===== src/rtl/fetch_stage_if.sv =====
// Bundles the hazard-unit controls, redirect requests, instruction-memory port,
// IF/ID pipeline register outputs and performance counters of the fetch stage.
interface fetch_stage_if;
   logic        pcwrite_i;
   logic        ifid_write_i;
   logic        ifid_flush_i;
   logic        branch_i;
   logic [31:0] branch_target_i;
   logic        jump_i;
   logic [31:0] jump_target_i;
   logic [31:0] imem_instr_i;
   logic        imem_ready_i;
   logic [31:0] imem_addr_o;
   logic [31:0] ifid_instr_o;
   logic [31:0] ifid_pc4_o;
   logic        ifid_valid_o;
   logic [31:0] stall_cnt_o;
   logic [31:0] flush_cnt_o;

   modport slave (
      input  pcwrite_i, ifid_write_i, ifid_flush_i,
      input  branch_i, branch_target_i, jump_i, jump_target_i,
      input  imem_instr_i, imem_ready_i,
      output imem_addr_o, ifid_instr_o, ifid_pc4_o, ifid_valid_o,
      output stall_cnt_o, flush_cnt_o
   );

   modport master (
      output pcwrite_i, ifid_write_i, ifid_flush_i,
      output branch_i, branch_target_i, jump_i, jump_target_i,
      output imem_instr_i, imem_ready_i,
      input  imem_addr_o, ifid_instr_o, ifid_pc4_o, ifid_valid_o,
      input  stall_cnt_o, flush_cnt_o
   );
endinterface


===== src/rtl/fetch_stage.sv =====
// Instruction fetch stage: PC register, IF/ID register and imem-wait/redirect FSM.
// Define FETCH_PERF_EN to build the saturating stall/flush performance counters.
module fetch_stage #(
   parameter logic [31:0] RESET_PC = 32'h0000_0000
) (
   input  logic         clk_i,
   input  logic         rst_i,
   fetch_stage_if.slave bus
);

   typedef enum logic [1:0] {S_RUN, S_WAIT, S_WAIT_REDIR} state_e;

   state_e      state_q, state_d;
   logic [31:0] pc_q, pc_d;
   logic [31:0] pend_q, pend_d;
   logic [31:0] instr_q, instr_d;
   logic [31:0] pc4_q, pc4_d;
   logic        valid_q, valid_d;

   logic        redirect;
   logic [31:0] target;
   logic [31:0] pc_plus4;
   logic        load_fetch;
   logic        load_bubble;

   always_comb begin
      redirect    = bus.branch_i | bus.jump_i;
      target      = (bus.branch_i ? bus.branch_target_i : bus.jump_target_i) & ~32'h3;
      pc_plus4    = pc_q + 32'd4;
      state_d     = state_q;
      pc_d        = pc_q;
      pend_d      = pend_q;
      load_fetch  = 1'b0;
      load_bubble = 1'b0;

      unique case (state_q)
         S_RUN: begin
            if (bus.imem_ready_i) begin
               if (redirect)           pc_d = target;
               else if (bus.pcwrite_i) pc_d = pc_plus4;
               load_fetch = bus.ifid_write_i;
            end else begin
               load_bubble = bus.ifid_write_i;
               state_d     = redirect ? S_WAIT_REDIR : S_WAIT;
               if (redirect) pend_d = target;
            end
         end
         S_WAIT: begin
            if (redirect) begin
               pend_d      = target;
               state_d     = S_WAIT_REDIR;
               load_bubble = bus.ifid_write_i;
            end else if (bus.imem_ready_i) begin
               if (bus.pcwrite_i) pc_d = pc_plus4;
               load_fetch = bus.ifid_write_i;
               state_d    = S_RUN;
            end else begin
               load_bubble = bus.ifid_write_i;
            end
         end
         S_WAIT_REDIR: begin
            // The returned instruction belongs to the abandoned path; newest target wins.
            if (redirect) pend_d = target;
            load_bubble = bus.ifid_write_i;
            if (bus.imem_ready_i) begin
               pc_d    = pend_d;
               state_d = S_RUN;
            end
         end
         default: state_d = S_RUN;
      endcase

      instr_d = instr_q;
      pc4_d   = pc4_q;
      valid_d = valid_q;
      if (load_fetch) begin
         instr_d = bus.imem_instr_i;
         pc4_d   = pc_plus4;
         valid_d = 1'b1;
      end
      if (load_bubble || bus.ifid_flush_i) begin
         instr_d = '0;
         pc4_d   = '0;
         valid_d = 1'b0;
      end
   end

   always_ff @(posedge clk_i or negedge rst_i) begin
      if (!rst_i) begin
         state_q <= S_RUN;
         pc_q    <= RESET_PC;
         pend_q  <= '0;
         instr_q <= '0;
         pc4_q   <= '0;
         valid_q <= 1'b0;
      end else begin
         state_q <= state_d;
         pc_q    <= pc_d;
         pend_q  <= pend_d;
         instr_q <= instr_d;
         pc4_q   <= pc4_d;
         valid_q <= valid_d;
      end
   end

   assign bus.imem_addr_o  = pc_q;
   assign bus.ifid_instr_o = instr_q;
   assign bus.ifid_pc4_o   = pc4_q;
   assign bus.ifid_valid_o = valid_q;

`ifdef FETCH_PERF_EN
   logic [31:0] stall_cnt_q, stall_cnt_d;
   logic [31:0] flush_cnt_q, flush_cnt_d;

   always_comb begin
      stall_cnt_d = stall_cnt_q;
      flush_cnt_d = flush_cnt_q;
      if (state_q != S_RUN && stall_cnt_q != '1) stall_cnt_d = stall_cnt_q + 32'd1;
      if (bus.ifid_flush_i && flush_cnt_q != '1) flush_cnt_d = flush_cnt_q + 32'd1;
   end

   always_ff @(posedge clk_i or negedge rst_i) begin
      if (!rst_i) begin
         stall_cnt_q <= '0;
         flush_cnt_q <= '0;
      end else begin
         stall_cnt_q <= stall_cnt_d;
         flush_cnt_q <= flush_cnt_d;
      end
   end

   assign bus.stall_cnt_o = stall_cnt_q;
   assign bus.flush_cnt_o = flush_cnt_q;
`else
   assign bus.stall_cnt_o = '0;
   assign bus.flush_cnt_o = '0;
`endif

endmodule

===== src/flat_wrapper.sv =====
// flat-port wrapper written by rule: the top's interface ports become plain ports
module fetch_stage_flat 
#(
   parameter logic [31:0] RESET_PC = 32'h0000_0000
)
  (clk_i, rst_i, bus_pcwrite_i, bus_ifid_write_i, bus_ifid_flush_i, bus_branch_i, bus_branch_target_i, bus_jump_i, bus_jump_target_i, bus_imem_instr_i, bus_imem_ready_i, bus_imem_addr_o, bus_ifid_instr_o, bus_ifid_pc4_o, bus_ifid_valid_o, bus_stall_cnt_o, bus_flush_cnt_o);
  fetch_stage_if bus_i ();
  input  logic clk_i;
  input  logic rst_i;
  input wire logic [$bits(bus_i.pcwrite_i)-1:0] bus_pcwrite_i;
  input wire logic [$bits(bus_i.ifid_write_i)-1:0] bus_ifid_write_i;
  input wire logic [$bits(bus_i.ifid_flush_i)-1:0] bus_ifid_flush_i;
  input wire logic [$bits(bus_i.branch_i)-1:0] bus_branch_i;
  input wire logic [$bits(bus_i.branch_target_i)-1:0] bus_branch_target_i;
  input wire logic [$bits(bus_i.jump_i)-1:0] bus_jump_i;
  input wire logic [$bits(bus_i.jump_target_i)-1:0] bus_jump_target_i;
  input wire logic [$bits(bus_i.imem_instr_i)-1:0] bus_imem_instr_i;
  input wire logic [$bits(bus_i.imem_ready_i)-1:0] bus_imem_ready_i;
  output wire logic [$bits(bus_i.imem_addr_o)-1:0] bus_imem_addr_o;
  output wire logic [$bits(bus_i.ifid_instr_o)-1:0] bus_ifid_instr_o;
  output wire logic [$bits(bus_i.ifid_pc4_o)-1:0] bus_ifid_pc4_o;
  output wire logic [$bits(bus_i.ifid_valid_o)-1:0] bus_ifid_valid_o;
  output wire logic [$bits(bus_i.stall_cnt_o)-1:0] bus_stall_cnt_o;
  output wire logic [$bits(bus_i.flush_cnt_o)-1:0] bus_flush_cnt_o;
  assign bus_i.pcwrite_i = bus_pcwrite_i;
  assign bus_i.ifid_write_i = bus_ifid_write_i;
  assign bus_i.ifid_flush_i = bus_ifid_flush_i;
  assign bus_i.branch_i = bus_branch_i;
  assign bus_i.branch_target_i = bus_branch_target_i;
  assign bus_i.jump_i = bus_jump_i;
  assign bus_i.jump_target_i = bus_jump_target_i;
  assign bus_i.imem_instr_i = bus_imem_instr_i;
  assign bus_i.imem_ready_i = bus_imem_ready_i;
  assign bus_imem_addr_o = bus_i.imem_addr_o;
  assign bus_ifid_instr_o = bus_i.ifid_instr_o;
  assign bus_ifid_pc4_o = bus_i.ifid_pc4_o;
  assign bus_ifid_valid_o = bus_i.ifid_valid_o;
  assign bus_stall_cnt_o = bus_i.stall_cnt_o;
  assign bus_flush_cnt_o = bus_i.flush_cnt_o;
  fetch_stage #(.RESET_PC(RESET_PC)) u_core (.clk_i(clk_i), .rst_i(rst_i), .bus(bus_i));
endmodule

===== config.mk =====
export PLATFORM = sky130hd
export DESIGN_NAME = fetch_stage_flat
export DESIGN_NICKNAME = d
export VERILOG_FILES = /design/src/rtl/fetch_stage_if.sv /design/src/rtl/fetch_stage.sv /design/src/flat_wrapper.sv
export SDC_FILE = /design/constraint.sdc
export NUM_CORES = 1
export LEC_CHECK = 0
export CAP_MARGIN = 10
export CORE_ASPECT_RATIO = 0.75
export CORE_MARGIN = 5
export CORE_UTILIZATION = 40
export CTS_BUF_LIST = sky130_fd_sc_hd__clkbuf_8
export CTS_CLUSTER_DIAMETER = 80
export DETAILED_ROUTE_END_ITERATION = 8
export HOLD_SLACK_MARGIN = 0.06
export PLACE_DENSITY = 0.72
export SLEW_MARGIN = 20
export SYNTH_ARGS = -nofsm -noshare
export SYNTH_HDL_FRONTEND = slang
export SYNTH_SLANG_ARGS = --single-unit

===== constraint.sdc =====
create_clock -name clk_i -period 2.9 [get_ports clk_i]
set_input_delay 0.29 -clock clk_i [delete_from_list [all_inputs] [get_ports clk_i]]
set_output_delay 0.29 -clock clk_i [all_outputs]
set_load 0.02 [all_outputs]

==> results of run 1 <==
[Yosys cell counts, types with 3 or more instances]
library cell	instances
dfrtp_1	131
nand2_1	121
o21ai_0	69
nor2_1	68
buf_4	64
clkbuf_1	62
a21oi_1	42
a22oi_1	33
a211oi_1	26
a31oi_1	19
xnor2_1	17
nand3_1	16
nor3_1	16
a22o_1	13
nor2b_1	11
a221oi_1	10
inv_1	10
nand4_1	10
nor4_1	10
o2bb2ai_1	10
xor2_1	9
and2_1	6
and3_1	6
and4_1	6
a41oi_1	5
ha_1	5
o221ai_1	5
buf_1	4
buf_2	4
mux2i_1	4
a2bb2oi_1	3
a32o_1	3
[state kept, by name, indices dropped and copies added (netlist names)]
name                     flops
u_core.bus.ifid_pc4_o       32
u_core.state_q               2
u_core.bus.imem_addr_o      32
u_core.pend_q               32
u_core.bus.ifid_valid_o      1
u_core.bus.ifid_instr_o     32
[cell families (layout without fill, tap and decap cells)]
family	count (synthesis)	after routing	share of synthesized area, %
AND/OR/NAND/NOR	285	285	18.0
AO/OA/AOI/OAI	258	258	23.1
buffers and inverters	145	274	10.7
flip-flops	131	131	43.8
XOR/XNOR	26	26	3.04
adder cells (fa/ha/maj)	5	5	0.836
multiplexers	4	4	0.535
other	1	64	0.0501
[worst reg2reg max path, cell delays in order, from the launching register on]
cell	delay, ns
dfrtp_1	0.47
ha_1	0.34
and4_1	0.30
nand2b_1	0.20
nor4_1	0.70
xnor2_1	0.13
a211oi_1	0.24
[path summary, 6_finish.rpt]
path	end	cells after the start	slack [ns]
min in group asynchronous	u_core.bus.ifid_pc4_o[17]	2	0.41
max in group asynchronous	u_core.bus.ifid_instr_o[30]	3	1.67
min	u_core.bus.ifid_instr_o[7]	3	0.38
max	u_core.bus.ifid_pc4_o[30]	6	0.45
min reg2reg	u_core.pend_q[7]	2	0.48
max reg2reg	u_core.bus.ifid_pc4_o[30]	6	0.45
[through the flow]
step	area, sq um	hold WS [ns]	utilization, %	instances
floorplan	7720	-0.00559	-	918
global placement	9570	0.329	51.9	1263
detailed placement	9570	0.336	51.9	1263
CTS	9910	0.352	53.7	1294
global route	9910	0.353	53.7	1294
finish	9910	0.378	53.7	1294
[layout make-up]
type	count	area [sq um]
Sequential cell	131	3280
Fill cell	1724	8540
Tap cell	247	309
Clock inverter	13	98.8
Inverter	10	37.5
Clock buffer	17	234
Multi-Input combinational cell	642	3650
Timing Repair Buffer	234	2300
[where the power goes]
part / switching, mW / total (mW) / internal [mW] / leakage, nW
Combinational: 1.90 / 3.30 / 1.40 / 2.06
Clock: 0.727 / 1.38 / 0.652 / 0.187
Sequential: 0.600 / 2.88 / 2.28 / 1.73
[what timing repair did]
item | in CTS | in global routing
hold endpoints to repair | 62 | 0
setup endpoints to repair | 0 | 0
hold buffers | 1 | 0
[per-layer routing]
layer / global-route usage, % / part of all wire, % / vias up
met5: 0 / 0 / -
met1: 32.4 / 45 / 3302
met3: 6.76 / 9.6 / 28
met2: 31.7 / 44 / 340
met4: 5.06 / 1.3 / 0
li1: - / - / 3311
[layout by cell type, fill, tap and decap left out, types with 3 or more instances in the layout]
master,instances
ha_1,5
xnor2_1,17
xor2_1,9
clkdlybuf4s50_1,195
buf_12,4
nor4_1,10
o21ai_1,3
a22o_1,13
inv_1,12
a22oi_1,33
nand3_1,16
nand2_1,121
clkinv_4,3
mux2i_1,4
nand4_1,10
clkbuf_8,17
clkinv_2,7
and4_1,6
a41oi_1,5
a21oi_1,42
o2bb2ai_1,10
dfrtp_1,131
and3_1,6
a2bb2oi_1,3
o21ai_0,68
buf_4,33
a211oi_1,26
conb_1,64
and2_1,6
o221ai_1,5
a31oi_1,19
nor2b_1,10
a221oi_1,10
nor3_1,16
a32o_1,3
nor2_1,68
==> impl_metrics.yaml, run 1 <==
timing:
  setup_slack_ns: 0.446
  tightest_slew_ns: 0.716
  period_minus_slack_ns: 2.45
  timing.final.crit_share_pct: 84.6
  max_freq_mhz: 408
  fin_skew_ns: 0.0135
  finalHoldViolations: 0
  rsz0062_at_grt: "no"
  setup_viol: 0
  drv_slew: 0
  fin_setup_tns_ns: 0
  slew-limit-headroom_pct: 51.8
synthesis:
  synthFlopType: "dfrtp_1"
  synth_edf_count: 0
  yosysUniqueCellTypes: 61
  ys_seq_area_share_pct: 43.8
  synth_top_cell_by_area: "dfrtp_1"
  ys_ff_latch: 131
  netlist.area_leader.share_pct: 43.8
  yosysWarningCount: 0
  synthArstFlopShare_pct: 100
  syn-instance-count: 855
  syn_area_per_cell_sq_um: 8.75
  syn-cell-area_sq_mm: 0.00748
  synth_area_leaders: "dfrtp_1, buf_4, nand2_1, o21ai_0, nor2_1"
route:
  ant_nets: 0
  drc_errors: 0
  wl_um: 23900
  drt_iter0_markers: 699
  wire_per_inst_um: 18.5
  vias: 6981
  dr.pass1.iters: 5
  avgViaCountPerCell: 5.39
placed_design:
  gp_congestion: 0.904
  portBuffers: 196
  dp.final_hpwl_um: 17500
  pre_cts_ws_ns: 0.348
final_layout:
  antennaDiodeCount: 0
  syn_to_final_growth_pct: 32.5
  drive_gt1_share_pct: 7.83
  final_nets: 1145
die:
  start_util_pct: 40.5
  core_sq_mm: 0.0185
  io_pins: 265
  die_y_um: 128
  die_width_um: 168
  dieArea_sq_mm: 0.0216
  row_count: 43
clocking:
  cts-root-buf: "clkbuf_8"
  cts_tree: "yes"
  htree_levels: 4
  worstSkewPairLatency_ns: 0.45
  cts_made_buffers: 17
  clockBufferDepth: 2
  cts_setup_buffers: 0
  clk_pin_slew_ns: 0.08
  cts_resized: 0
  cts_sinks: 131
critical_path:
  timing.critical_path.from: "u_core.bus.imem_addr_o[2]"
  critPathLaunchType: "register"
  crit_type: "reg -> reg"
  crit_slowest_cell: "nor4_1"
  worstSetupEndpointType: "register"
  cp_num_buf_inv: 0
  crit_chain: "ha_1, and4_1, nand2b_1, nor4_1, xnor2_1, a211oi_1"
  path_delay_family: "simple AND/OR/NAND/NOR gates"
  cp_slowest_stage_delay_ns: 0.69
  critPathRequiredTime_ns: 3.25
  reg2reg_from: "u_core.bus.imem_addr_o[2]"
  arrival_ns: 2.81
  worst-path-max-fanout: 7
power_and_ir_drop:
  total_power_mw: 7.55
  peakVddDrop_mv: 0.498
  powerDensity_mw_per_mm2: 762
  power_leakage_nw: 3.98
grt:
  antenna_found_initial: 0
  grt_pass1_vias: 6619
  grt_use_total_pct: 22.0
  grt_pass1_wl_um: 37800
  grt_max_degree: 92
  overflow: 0
hold_path:
  hold_start: "bus_imem_instr_i[7]"
  hold_class: "in -> reg"
flow_run:
  drv_cap: 0
status:
  status: "completed"
Note: power is estimated with default switching activity, not from simulation.
==> run 2, diff against run 1 <==
--- a/config.mk
+++ b/config.mk
@@ -13,7 +13,7 @@
 export CTS_CLUSTER_DIAMETER = 80
 export DETAILED_ROUTE_END_ITERATION = 8
 export HOLD_SLACK_MARGIN = 0.06
-export PLACE_DENSITY = 0.72
+export PLACE_DENSITY = 0.75
 export SLEW_MARGIN = 20
 export SYNTH_ARGS = -nofsm -noshare
 export SYNTH_HDL_FRONTEND = slang
==> constraint.sdc (replaced) <==
create_clock -name clk_i -period 2.15 [get_ports clk_i]
set_input_delay 0.215 -clock clk_i [delete_from_list [all_inputs] [get_ports clk_i]]
set_output_delay 0.215 -clock clk_i [all_outputs]
set_load 0.02 [all_outputs]
==> run 2 against run 1 <==
Net effect:
- largest cell class unchanged
- critical path type unchanged
- highest routed layer unchanged
- combinational power rose by 59%
- non-clock buffer count rose by 62
- maximum frequency rose by 18%
- register-to-register slack got worse by 0.37 ns
==> impl_metrics.yaml, run 2 (same netlist as run 1, synthesis figures left out) <==
grt:
  grt_pass1_vias: 6897
  grt_pass1_wl_um: 38200
  overflow: 0
  grt_max_degree: 59
  antenna_found_initial: 0
  grt_use_total_pct: 22.1
clocking:
  cts_made_buffers: 17
  cts-root-buf: "clkbuf_8"
  htree_levels: 4
  worstSkewPairLatency_ns: 0.45
  clk_pin_slew_ns: 0.08
  clockBufferDepth: 2
  cts_sinks: 131
  cts_tree: "yes"
critical_path:
  critPathRequiredTime_ns: 2.49
  critPathLaunchType: "register"
  worst-path-max-fanout: 8
  arrival_ns: 2.42
  worstSetupEndpointType: "register"
  crit_type: "reg -> reg"
timing:
  drv_slew: 0
  period_minus_slack_ns: 2.08
  timing.final.crit_share_pct: 96.6
  tightest_slew_ns: 0.630
  rsz0062_at_grt: "yes"
  slew-limit-headroom_pct: 57.7
  hold_slack_ns: 0.299
  fin_skew_ns: 0.0128
  setup_viol: 0
  setup_slack_ns: 0.0721
  finalHoldViolations: 0
  max_freq_mhz: 481
placed_design:
  gp_congestion: 0.899
  pre_cts_ws_ns: -0.0813
  portBuffers: 196
  dp.final_hpwl_um: 18700
final_layout:
  drive_gt1_share_pct: 14.7
  multi_input_area_sq_mm: 0.00374
  register_area_sq_mm: 0.00328
  final_cell_mix: "clkdlybuf4s50_1, dfrtp_1, nand2_1, buf_4, nor2_1"
  antennaDiodeCount: 0
  fillers: 1693
  final_common_cell: "clkdlybuf4s50_1"
  syn_to_final_growth_pct: 41.8
  final_nets: 1208
flow_run:
  drv_cap: 0
die:
  row_count: 43
  die_y_um: 128
  io_pins: 265
  dieArea_sq_mm: 0.0216
  start_util_pct: 40.5
  core_sq_mm: 0.0185
  die_width_um: 168
power_and_ir_drop:
  power_leakage_nw: 4.36
  peakVddDrop_mv: 0.512
  powerDensity_mw_per_mm2: 1060
status:
  status: "completed"
route:
  drt_iter0_markers: 617
  wire_per_inst_um: 18.4
  avgViaCountPerCell: 5.37
  ant_nets: 0
  drc_errors: 0
  wl_um: 25000
  vias: 7299
  dr.pass1.iters: 5
hold_path:
  hold_class: "in -> reg"
run 2: cell types whose count changed in the layout (fill, tap and decap cells not counted), sizes merged:
cell      previous run  this run
o211a                1         2
clkbuf              17        18
bufinv               1         4
buf                 38       100
clkinvlp             0         4
clkinv              10         4
run 2: cell type report:
cell class | count | share of cell area [%]
clock buffers | 18 | 2.33
clock inverters | 14 | 1.78
inverters | 10 | 0.354
multi-input cells | 643 | 35.3
flip-flops and latches | 131 | 30.9
well taps | 247 | 2.91
repair buffers | 296 | 26.4
run 2: what timing repair did:
item	4_1_cts	5_1_grt
hold buffers	1	0
buffers inserted	0	2
endpoints found under the setup margin	0	62
gates resized for setup	0	25
hold endpoints to repair	54	0
run 2: critical path, cell delays in order (launching register included):
cell     delay, ns
dfrtp_1       0.40
inv_2         0.06
ha_2          0.36
nor3_1        0.07
buf_4         0.17
o21ai_2       0.17
buf_6         0.17
nor2_1        0.05
a221o_1       0.32
a32o_1        0.20
run 2: path summary, 6_finish.rpt:
kind                                           start                          end  slack [ns]  depth (start not counted)
worst max-delay path               u_core.state_q[0]   u_core.bus.imem_addr_o[26]        0.07                          9
worst min-delay path            bus_imem_instr_i[11]  u_core.bus.ifid_instr_o[11]        0.30                          3
worst max register to register     u_core.state_q[0]   u_core.bus.imem_addr_o[26]        0.07                          9
worst min register to register      u_core.pend_q[5]             u_core.pend_q[5]        0.49                          2
max in group asynchronous                      rst_i    u_core.bus.imem_addr_o[4]        1.17                          3
min in group asynchronous                      rst_i    u_core.bus.ifid_pc4_o[18]        0.31                          2
run 2: through the flow:
step                      utilization [%]  area (sq um)  instances  power, mW  setup TNS, ns
after floorplan                         -          7730        918       6.39              0
after global placement               54.4         10000       1323       8.62         -0.320
after detailed placement             54.4         10000       1323       8.72         -0.887
after CTS                            56.8         10500       1356       11.0              0
after global routing                 57.5         10600       1359       11.8        -0.0148
final                                57.5         10600       1359       11.2              0
run 2: per-layer routing:
| metal | GRT usage [%] | up-vias | share of wire [%] |
|---|---|---|---|
| met2 | 33.4 | 361 | 44 |
| met4 | 4.25 | 0 | 1.2 |
| met3 | 7.43 | 27 | 11 |
| met5 | 0 | - | 0 |
| li1 | - | 3440 | - |
| met1 | 31.4 | 3471 | 44 |
run 2: power by group:
part,switching (mW),internal (mW),leakage (nW)
registers,0.556,3.07,1.73
clock network,1.03,1.29,0.213
logic,2.98,2.27,2.42
==> run 3, diff against run 2 <==
--- a/config.mk
+++ b/config.mk
@@ -14,7 +14,9 @@
 export DETAILED_ROUTE_END_ITERATION = 8
 export HOLD_SLACK_MARGIN = 0.06
 export PLACE_DENSITY = 0.75
+export SETUP_SLACK_MARGIN = 0.15
 export SLEW_MARGIN = 20
 export SYNTH_ARGS = -nofsm -noshare
 export SYNTH_HDL_FRONTEND = slang
 export SYNTH_SLANG_ARGS = --single-unit
+export TNS_END_PERCENT = 10
==> run 3 against run 2 <==
Net effect:
- core utilization is 0.36 points higher
- sequential share of layout area fell by 0.13 points
- maximum frequency increased by 1.9%
- critical endpoint is now u_core.bus.ifid_pc4_o[28]
==> impl_metrics.yaml, run 3 (same netlist as run 1, synthesis figures left out) <==
power_and_ir_drop:
  power.internal_mw: 6.50
  pwr-share-clk_pct: 19.3
  total_power_mw: 11.1
  combPwrFrac_pct: 47.9
  peakVddDrop_mv: 0.471
  swShare_pct: 41.7
  p_switching_mw: 4.64
  powerDensity_mw_per_mm2: 1040
  pwr-share-seq_pct: 32.8
  power_leakage_nw: 4.36
clocking:
  worstSkewPairLatency_ns: 0.46
  cts_tree: "yes"
  cts_made_buffers: 17
  htree_levels: 4
  clk_pin_slew_ns: 0.08
  cts_sinks: 131
  cts-root-buf: "clkbuf_8"
  clockBufferDepth: 2
grt:
  grt_pass1_vias: 7089
  antenna_found_initial: 0
  grt_use_total_pct: 23.0
  overflow: 0
  grt_max_degree: 55
  grt_pass1_wl_um: 39600
final_layout:
  stdcell_count: 1360
  finish.utilization_pct: 57.9
  syn_to_final_growth_pct: 42.7
  drive_gt1_share_pct: 15.5
  final_nets: 1209
  final_common_cell: "clkdlybuf4s50_1"
  antennaDiodeCount: 0
  final_cell_mix: "clkdlybuf4s50_1, dfrtp_1, nand2_1, buf_4, o21ai_0"
  fin_area_sq_mm: 0.0107
timing:
  fin_skew_ns: 0.0118
  fin_setup_tns_ns: 0
  timing.final.crit_share_pct: 94.8
  rsz0062_at_grt: "yes"
  hold_slack_ns: 0.283
  setup_slack_ns: 0.111
  max_freq_mhz: 490
  setup_viol: 0
  tightest_slew_ns: 0.577
  period_minus_slack_ns: 2.04
  drv_slew: 0
  slew-limit-headroom_pct: 61.3
  finalHoldViolations: 0
route:
  avgViaCountPerCell: 5.44
  drt_iter0_markers: 842
  ant_nets: 0
  wire_per_inst_um: 18.8
  wl_um: 25600
  vias: 7402
  dr.pass1.iters: 8
  drc_errors: 0
die:
  die_y_um: 128
  core_sq_mm: 0.0185
  io_pins: 265
  row_count: 43
  start_util_pct: 40.5
  die_width_um: 168
  dieArea_sq_mm: 0.0216
critical_path:
  worstSetupEndpointType: "register"
  critPathRequiredTime_ns: 2.51
  critPathLaunchType: "register"
  arrival_ns: 2.40
  worst-path-max-fanout: 8
  crit_type: "reg -> reg"
placed_design:
  dpl-instance-area_sq_mm: 0.0101
  dp_cells: 1319
  pre_cts_ws_ns: -0.0433
  portBuffers: 196
  dp.final_hpwl_um: 18800
  gp_congestion: 0.911
status:
  status: "completed"
hold_path:
  hold_class: "in -> reg"
flow_run:
  drv_cap: 0
## run 3: final cells by class
class / count / area, sq um
multi-input cells: 642 / 3760
fillers: 1619 / 7780
inverters: 10 / 40.0
well taps: 247 / 309
clock inverters: 13 / 133
flip-flops and latches: 131 / 3290
repair buffers: 298 / 2880
clock buffers: 19 / 262
## run 3: worst paths after layout
| path | endpoint | from | cells after the start | slack, ns |
|---|---|---|---|---|
| min | u_core.bus.ifid_instr_o[9] | bus_imem_instr_i[9] | 3 | 0.28 |
| min in group asynchronous | u_core.bus.ifid_pc4_o[20] | rst_i | 2 | 0.29 |
| max in group asynchronous | u_core.state_q[0] | rst_i | 3 | 1.20 |
| min reg2reg | u_core.pend_q[5] | u_core.pend_q[5] | 2 | 0.48 |
| max reg2reg | u_core.bus.ifid_pc4_o[28] | u_core.state_q[0] | 8 | 0.11 |
| max | u_core.bus.ifid_pc4_o[28] | u_core.state_q[0] | 8 | 0.11 |
## run 3: power groups by stage
stage | clock [mW] | sequential [mW] | combinational (mW)
floorplan | 0 | 4.02 | 2.44
global placement | 0 | 3.65 | 5.00
detailed placement | 0 | 3.68 | 5.07
CTS | 2.18 | 3.63 | 5.19
global route | 2.29 | 3.73 | 5.73
finish | 2.15 | 3.66 | 5.33
## run 3: repair_timing
item                                    CTS  global route
hold buffers                              1             0
gates resized for setup                  11            14
endpoints found under the hold margin    52             0
endpoints found under the setup margin   38           125
gates cloned                              2             1
pin swaps                                 2             3
buffers inserted                          2             3
## run 3: per-layer routing
layer	global-route usage, %	part of all wire [%]	vias to the layer above
met5	0	0	-
met4	5.53	1.4	0
met2	34.2	45	355
li1	-	-	3431
met3	7.13	10	33
met1	32.9	44	3583
## run 3: critical path, stage by stage, from the launching register on
cell,delay [ns]
dfrtp_2,0.44
buf_4,0.16
ha_4,0.18
nor3b_2,0.15
buf_4,0.15
o211a_4,0.30
buf_4,0.16
and3_1,0.15
nor4_1,0.23
